[src/rtl/lsu_pkg.sv]
// Shared definitions for the load/store memory master: access-size encoding,
// FSM state type and address helpers used by the top and the lane aligner.
package lsu_pkg;

  localparam logic [1:0] FMT_BYTE = 2'd0;
  localparam logic [1:0] FMT_HALF = 2'd1;
  localparam logic [1:0] FMT_WORD = 2'd2;
  localparam logic [1:0] FMT_ILL  = 2'd3;

  typedef enum logic [1:0] {
    IDLE = 2'd0,
    REQ  = 2'd1,
    WAIT = 2'd2,
    RESP = 2'd3
  } lsu_state_e;

  // Byte offset inside the word after dropping the bits below the access size.
  function automatic logic [1:0] align_lo(input logic [1:0] fmt, input logic [1:0] lo);
    case (fmt)
      FMT_BYTE: return lo;
      FMT_HALF: return {lo[1], 1'b0};
      default:  return 2'b00;
    endcase
  endfunction

  function automatic logic is_misaligned(input logic [1:0] fmt, input logic [1:0] lo);
    return ((fmt == FMT_HALF) && lo[0]) || ((fmt == FMT_WORD) && (lo != 2'b00));
  endfunction

endpackage

[src/rtl/lsu_lane_align.sv]
// Combinational byte-lane steering: store data replication and strobes,
// plus load byte/half extraction with sign or zero extension.
module lsu_lane_align
  import lsu_pkg::*;
(
  input  logic [1:0]  addr_lo,
  input  logic [1:0]  fmt,
  input  logic        we,
  input  logic        is_unsigned,
  input  logic [31:0] wdata,
  input  logic [31:0] rdata,
  output logic [31:0] wdata_lanes,
  output logic [3:0]  wstrb,
  output logic [31:0] rdata_ext
);

  logic [1:0]  lo;
  logic [31:0] shifted;

  always_comb begin
    lo          = align_lo(fmt, addr_lo);
    shifted     = rdata >> {lo, 3'b000};
    wdata_lanes = wdata;
    wstrb       = 4'b1111;
    rdata_ext   = rdata;
    case (fmt)
      FMT_BYTE: begin
        wdata_lanes = {4{wdata[7:0]}};
        wstrb       = 4'b0001 << lo;
        rdata_ext   = is_unsigned ? {24'd0, shifted[7:0]}
                                  : {{24{shifted[7]}}, shifted[7:0]};
      end
      FMT_HALF: begin
        wdata_lanes = {2{wdata[15:0]}};
        wstrb       = lo[1] ? 4'b1100 : 4'b0011;
        rdata_ext   = is_unsigned ? {16'd0, shifted[15:0]}
                                  : {{16{shifted[15]}}, shifted[15:0]};
      end
      default: ;
    endcase
    if (!we) wstrb = 4'b0000;
  end

endmodule

[src/rtl/lsu_mem_master.sv]
// Single-outstanding load/store master between a core request port and a word memory port.
// Define LSU_MISALIGN_TRAP_EN to trap misaligned half/word accesses instead of aligning them.
module lsu_mem_master #(
  parameter int DATA_WIDTH = 32,
  parameter int ADDR_WIDTH = 32
) (
  input  logic                  clk,
  input  logic                  rst,
  input  logic                  req_valid,
  output logic                  req_ready,
  input  logic                  req_we,
  input  logic [1:0]            req_format,
  input  logic                  req_unsigned,
  input  logic [ADDR_WIDTH-1:0] req_addr,
  input  logic [DATA_WIDTH-1:0] req_wdata,
  output logic                  resp_valid,
  output logic [DATA_WIDTH-1:0] resp_rdata,
  output logic                  resp_err,
  output logic                  mem_req,
  output logic                  mem_we,
  output logic [ADDR_WIDTH-1:0] mem_addr,
  output logic [DATA_WIDTH-1:0] mem_wdata,
  output logic [3:0]            mem_wstrb,
  input  logic                  mem_gnt,
  input  logic                  mem_rvalid,
  input  logic [DATA_WIDTH-1:0] mem_rdata
);
  import lsu_pkg::*;

  // state | meaning
  // IDLE  | req_ready high, waiting for req_valid
  // REQ   | mem_req held with stable mem_* until mem_gnt
  // WAIT  | waiting for mem_rvalid
  // RESP  | resp_valid pulse, back to IDLE

  lsu_state_e            state_q, state_d;
  logic [1:0]            addr_lo_q, addr_lo_d;
  logic [1:0]            fmt_q, fmt_d;
  logic                  uns_q, uns_d;
  logic                  we_q, we_d;
  logic                  req_ready_q, req_ready_d;
  logic                  mem_req_q, mem_req_d;
  logic                  mem_we_q, mem_we_d;
  logic [ADDR_WIDTH-1:0] mem_addr_q, mem_addr_d;
  logic [DATA_WIDTH-1:0] mem_wdata_q, mem_wdata_d;
  logic [3:0]            mem_wstrb_q, mem_wstrb_d;
  logic                  resp_valid_q, resp_valid_d;
  logic                  resp_err_q, resp_err_d;
  logic [DATA_WIDTH-1:0] resp_rdata_q, resp_rdata_d;

  logic                  in_idle;
  logic                  illegal;
  logic [1:0]            la_addr;
  logic [1:0]            la_fmt;
  logic [DATA_WIDTH-1:0] la_wdata;
  logic [DATA_WIDTH-1:0] la_rdata;
  logic [3:0]            la_wstrb;

  assign in_idle = (state_q == IDLE);

  // The aligner sees the live request while idle and the latched one afterwards.
  assign la_addr = in_idle ? req_addr[1:0] : addr_lo_q;
  assign la_fmt  = in_idle ? req_format    : fmt_q;

`ifdef LSU_MISALIGN_TRAP_EN
  assign illegal = (req_format == FMT_ILL) || is_misaligned(req_format, req_addr[1:0]);
`else
  assign illegal = (req_format == FMT_ILL);
`endif

  lsu_lane_align u_lane_align (
    .addr_lo     (la_addr),
    .fmt         (la_fmt),
    .we          (req_we),
    .is_unsigned (uns_q),
    .wdata       (req_wdata),
    .rdata       (mem_rdata),
    .wdata_lanes (la_wdata),
    .wstrb       (la_wstrb),
    .rdata_ext   (la_rdata)
  );

  always_comb begin
    state_d      = state_q;
    addr_lo_d    = addr_lo_q;
    fmt_d        = fmt_q;
    uns_d        = uns_q;
    we_d         = we_q;
    req_ready_d  = req_ready_q;
    mem_req_d    = mem_req_q;
    mem_we_d     = mem_we_q;
    mem_addr_d   = mem_addr_q;
    mem_wdata_d  = mem_wdata_q;
    mem_wstrb_d  = mem_wstrb_q;
    resp_valid_d = 1'b0;
    resp_err_d   = resp_err_q;
    resp_rdata_d = resp_rdata_q;
    case (state_q)
      IDLE: begin
        if (req_valid) begin
          addr_lo_d   = req_addr[1:0];
          fmt_d       = req_format;
          uns_d       = req_unsigned;
          we_d        = req_we;
          req_ready_d = 1'b0;
          if (illegal) begin
            state_d      = RESP;
            resp_valid_d = 1'b1;
            resp_err_d   = 1'b1;
            resp_rdata_d = '0;
          end else begin
            state_d     = REQ;
            mem_req_d   = 1'b1;
            mem_we_d    = req_we;
            mem_addr_d  = {req_addr[ADDR_WIDTH-1:2], 2'b00};
            mem_wdata_d = la_wdata;
            mem_wstrb_d = la_wstrb;
          end
        end
      end
      REQ: begin
        if (mem_gnt) begin
          state_d   = WAIT;
          mem_req_d = 1'b0;
        end
      end
      WAIT: begin
        if (mem_rvalid) begin
          state_d      = RESP;
          resp_valid_d = 1'b1;
          resp_err_d   = 1'b0;
          resp_rdata_d = we_q ? '0 : la_rdata;
        end
      end
      RESP: begin
        state_d      = IDLE;
        req_ready_d  = 1'b1;
        resp_err_d   = 1'b0;
        resp_rdata_d = '0;
      end
      default: state_d = IDLE;
    endcase
  end

  always_ff @(posedge clk or posedge rst) begin
    if (rst) begin
      state_q      <= IDLE;
      addr_lo_q    <= 2'b00;
      fmt_q        <= FMT_BYTE;
      uns_q        <= 1'b0;
      we_q         <= 1'b0;
      req_ready_q  <= 1'b1;
      mem_req_q    <= 1'b0;
      mem_we_q     <= 1'b0;
      mem_addr_q   <= '0;
      mem_wdata_q  <= '0;
      mem_wstrb_q  <= 4'b0000;
      resp_valid_q <= 1'b0;
      resp_err_q   <= 1'b0;
      resp_rdata_q <= '0;
    end else begin
      state_q      <= state_d;
      addr_lo_q    <= addr_lo_d;
      fmt_q        <= fmt_d;
      uns_q        <= uns_d;
      we_q         <= we_d;
      req_ready_q  <= req_ready_d;
      mem_req_q    <= mem_req_d;
      mem_we_q     <= mem_we_d;
      mem_addr_q   <= mem_addr_d;
      mem_wdata_q  <= mem_wdata_d;
      mem_wstrb_q  <= mem_wstrb_d;
      resp_valid_q <= resp_valid_d;
      resp_err_q   <= resp_err_d;
      resp_rdata_q <= resp_rdata_d;
    end
  end

  assign req_ready  = req_ready_q;
  assign mem_req    = mem_req_q;
  assign mem_we     = mem_we_q;
  assign mem_addr   = mem_addr_q;
  assign mem_wdata  = mem_wdata_q;
  assign mem_wstrb  = mem_wstrb_q;
  assign resp_valid = resp_valid_q;
  assign resp_err   = resp_err_q;
  assign resp_rdata = resp_rdata_q;

endmodule

[config.mk]
export PLATFORM = sky130hd
export DESIGN_NAME = lsu_mem_master
export DESIGN_NICKNAME = d
export VERILOG_FILES = /design/src/rtl/lsu_pkg.sv /design/src/rtl/lsu_lane_align.sv /design/src/rtl/lsu_mem_master.sv
export SDC_FILE = /design/constraint.sdc
export NUM_CORES = 1
export LEC_CHECK = 0
export ABC_AREA = 0
export BUFFER_PORTS_ARGS = -buffer_cell sky130_fd_sc_hd__buf_2
export CORE_AREA = 2 2 136 138
export DETAILED_ROUTE_END_ITERATION = 10
export DIE_AREA = 0 0 138 140
export MAX_ROUTING_LAYER = met4
export PLACE_DENSITY_LB_ADDON = 0.12
export SYNTH_ARGS = -nofsm -noshare
export SYNTH_HDL_FRONTEND = slang
export SYNTH_SLANG_ARGS = --single-unit
[constraint.sdc]
create_clock -name clk -period 3.15 [get_ports clk]
set_clock_uncertainty 0.1 [all_clocks]
set_input_delay 0.315 -clock clk [delete_from_list [all_inputs] [get_ports clk]]
set_output_delay 0.315 -clock clk [all_outputs]
set_load 0.005 [all_outputs]
==> results.py <==
metrics = {
    "power_and_ir_drop": {
        "irDropWorstVdd_mv": 0.366,
        "power_w": 0.00702,
        "p_per_area_nw_per_um2": 1020,
        "p_leak_nw": 3.38,
    },
    "min_path": {
        "min_path_cells": 2,
        "hold_class": "in -> reg",
    },
    "place": {
        "port_buffers": 207,
        "place_hpwl_mm": 11.8,
        "gp_congestion": 0.870,
        "dp_cells": 886,
        "dp_slack_ns": 0.453,
    },
    "die": {
        "num_rows": 49,
        "core-area_um2": 17800,
        "die_x_um": 138,
        "chipHeight_um": 140,
        "start_util_pct": 29.7,
        "fp.dieArea_um2": 19300,
        "io_pins": 210,
    },
    "finish": {
        "final_nets": 778,
        "drive_gt1_share_pct": 44.0,
        "seq_area_um2": 2780,
        "multiInputGateArea_um2": 2330,
        "fillers": 1789,
        "instances_no_fill": 903,
        "area_growth_pct": 30.6,
        "final_util_pct": 38.8,
    },
    "logic_synthesis": {
        "syn_area_um2": 5280,
        "synth.avg_cell_area_um2": 11.3,
        "synth_flop_cell": "dfrtp_1",
        "async_reset_ff_share_pct": 100,
        "syn_inst": 469,
        "yosys_warnings": 0,
        "ys_seq_area_share_pct": 52.7,
        "ys_ff_latch": 111,
        "synth_edf_count": 0,
        "ys_types": 54,
    },
    "global_route": {
        "track_usage_pct": 16.9,
        "overflow": 0,
        "antenna_found_initial": 1,
        "grt_pass1_wl_mm": 25.3,
        "grt_pass1_vias": 4658,
        "grt_max_degree": 58,
    },
    "route": {
        "vias_per_cell": 4.99,
        "ant_nets": 0,
        "vias": 4505,
        "firstDrtPassIters": 6,
        "routedWlPerCell_um": 17.5,
        "dr.first_iter.drc_count": 194,
        "wl_mm": 15.8,
        "drcViolationCount": 0,
    },
    "cts": {
        "post_cts_buffers": 0,
        "cts_tree": "built",
        "ctsResizeCount": 0,
        "h-tree-depth": 3,
        "clk_latency_ns": 0.35,
        "cts_root_buf": "clkbuf_16",
        "cts_buffers": 9,
        "cts_buffer_depth": 2,
        "clk_pin_slew_ns": 0.08,
        "clock-sinks": 111,
    },
    "setup_path": {
        "crit_family": "compound AO/OA/AOI/OAI gates",
        "reg2reg_slack_ns": 0.43,
        "ff2ff_path_depth": 7,
        "crit_arrival_ns": 2.83,
        "worstPathRequired_ns": 3.26,
        "crit_cells": 7,
        "crit_chain": "inv_1, ha_1, nor4bb_1, or4_4, o221a_4, a31oi_4, o22ai_1",
        "cp-start-kind": "flop",
        "crit_buf_inv": 1,
        "worstSetupPathType": "reg -> reg",
        "path_max_fanout": 16,
        "end_kind": "flop",
        "slowest_delay_ns": 0.64,
        "cp_slowest_cell": "or4_4",
    },
    "sta": {
        "worst_slew_pin_slew_ns": 1.10,
        "maxSlewViolCount": 0,
        "setup_violations": 0,
        "rsz0062_at_grt": "false",
        "period_minus_slack_ns": 2.72,
        "fmax_ghz": 0.368,
        "hold_viol": 0,
        "relSlewSlack_pct": 26.3,
        "timing.final.crit_share_pct": 86.2,
        "worst_slack_ns": 0.435,
        "setup-tns-final_ns": 0,
    },
    "flow_run": {
        "cap_violations": 0,
    },
    "status": {
        "status": "finished clean",
    },
}
==> stage by stage <==
stage | hold slack, ns | instance area, um2
floorplan | 0.336 | 5290
global placement | 0.360 | 6590
CTS | 0.0716 | 6890
finish | 0.0837 | 6890
global route | 0.0674 | 6890
detailed placement | 0.367 | 6590
==> registers in the layout (all words and copies together), names as in the netlist <==
signal,count
addr_lo_q,2
mem_req,1
resp_valid,1
uns_q,1
state_q,2
mem_wdata,32
resp_rdata,32
mem_wstrb,4
req_ready,1
we_q,1
fmt_q,2
mem_we,1
mem_addr,30
resp_err,1
==> kinds of logic (layout without fill, tap and decap cells) <==
family                     count (synthesis)  after routing  share of synthesized area, %
AOI/OAI and AO/OA                        128            128                          17.3
and+or+nand+nor                          113            113                          10.5
DFF                                      111            111                          52.7
muxes                                     73             73                          15.0
buffers and inverters                     39            242                          3.58
adders and majority gates                  4              4                         0.948
other                                      1              3                        0.0711
==> where the power goes <==
group	switching, W	internal, W
clock	0.000564	0.000624
sequential	0.000365	0.00208
combinational	0.00184	0.00155
==> cells in the final DEF, fill, tap and decap left out, drive strengths merged, types with 4 or more instances in the layout <==
cell type and instances:
a211oi 8, a21oi 27, a221o 7, a222oi 8, a22o 8, buf 221
clkbuf 10, dfrtp 110, ha 4, inv 6, mux2 45, mux2i 28
nand2 41, nand3 4, nor2 36, nor2b 11, nor4b 8, o21a 8
o21ai 31, o22ai 17
==> synthesized netlist by cell type (2+ instances only) <==
cell type,number,area [um2]
a211oi_1,8,60.1
o21a_1,8,60.1
buf_1,2,7.51
mux2_2,45,507
nand3_1,3,15.0
nor3_1,2,10.0
a221o_1,7,70.1
buf_4,3,22.5
ha_1,4,50.1
o22ai_1,16,100
clkbuf_1,19,71.3
nand2b_1,2,12.5
nor2b_1,11,68.8
dfrtp_1,110,2750
buf_2,7,35.0
nand2_1,41,154
nor4b_1,8,70.1
a21oi_1,27,135
buf_6,3,33.8
a222oi_1,8,80.1
o21ai_0,31,155
mux2i_1,27,270
a22o_1,8,70.1
nor2_1,35,131
inv_1,5,18.8
==> area by class of cell <==
| type | instances | share of cell area, % |
|---|---|---|
| Sequential cell | 111 | 40.3 |
| Clock inverter | 5 | 0.962 |
| Antenna cell | 1 | 0.0363 |
| Tap cell | 229 | 4.16 |
| Multi-Input combinational cell | 320 | 33.8 |
| Inverter | 5 | 0.327 |
| Clock buffer | 10 | 3.32 |
| Timing Repair Buffer | 222 | 17.1 |
==> final timing paths <==
path                                            from                          to
min                                      req_addr[8]     mem_addr[8]$_DFFE_PP0P_
max in group asynchronous                        rst    mem_addr[31]$_DFFE_PP0P_
max                           state_q[0]$_DFFE_PP0P_  resp_rdata[21]$_DFFE_PP0P_
max reg2reg                   state_q[0]$_DFFE_PP0P_  resp_rdata[21]$_DFFE_PP0P_
min in group asynchronous                        rst   mem_wdata[18]$_DFFE_PP0P_
min reg2reg                mem_wdata[31]$_DFFE_PP0P_   mem_wdata[31]$_DFFE_PP0P_
==> worst reg2reg max path: stages, from the launching register on <==
cell,delay [ns]
dfrtp_1,0.40
inv_1,0.09
ha_1,0.28
nor4bb_1,0.19
or4_4,0.64
o221a_4,0.29
a31oi_4,0.43
o22ai_1,0.17
==> timing repair <==
action                     CTS  global route
hold endpoints to repair    24             0
setup endpoints to repair    0             0
hold buffers                 1             0
==> routing by layer <==
metal  GRT usage, %  part of all wire, %
met2           27.0                   48
met3           5.06                  7.9
met1           21.0                   43
met4           4.94                  1.1
met5              -                    0
Power figures use the tool's default switching activity.
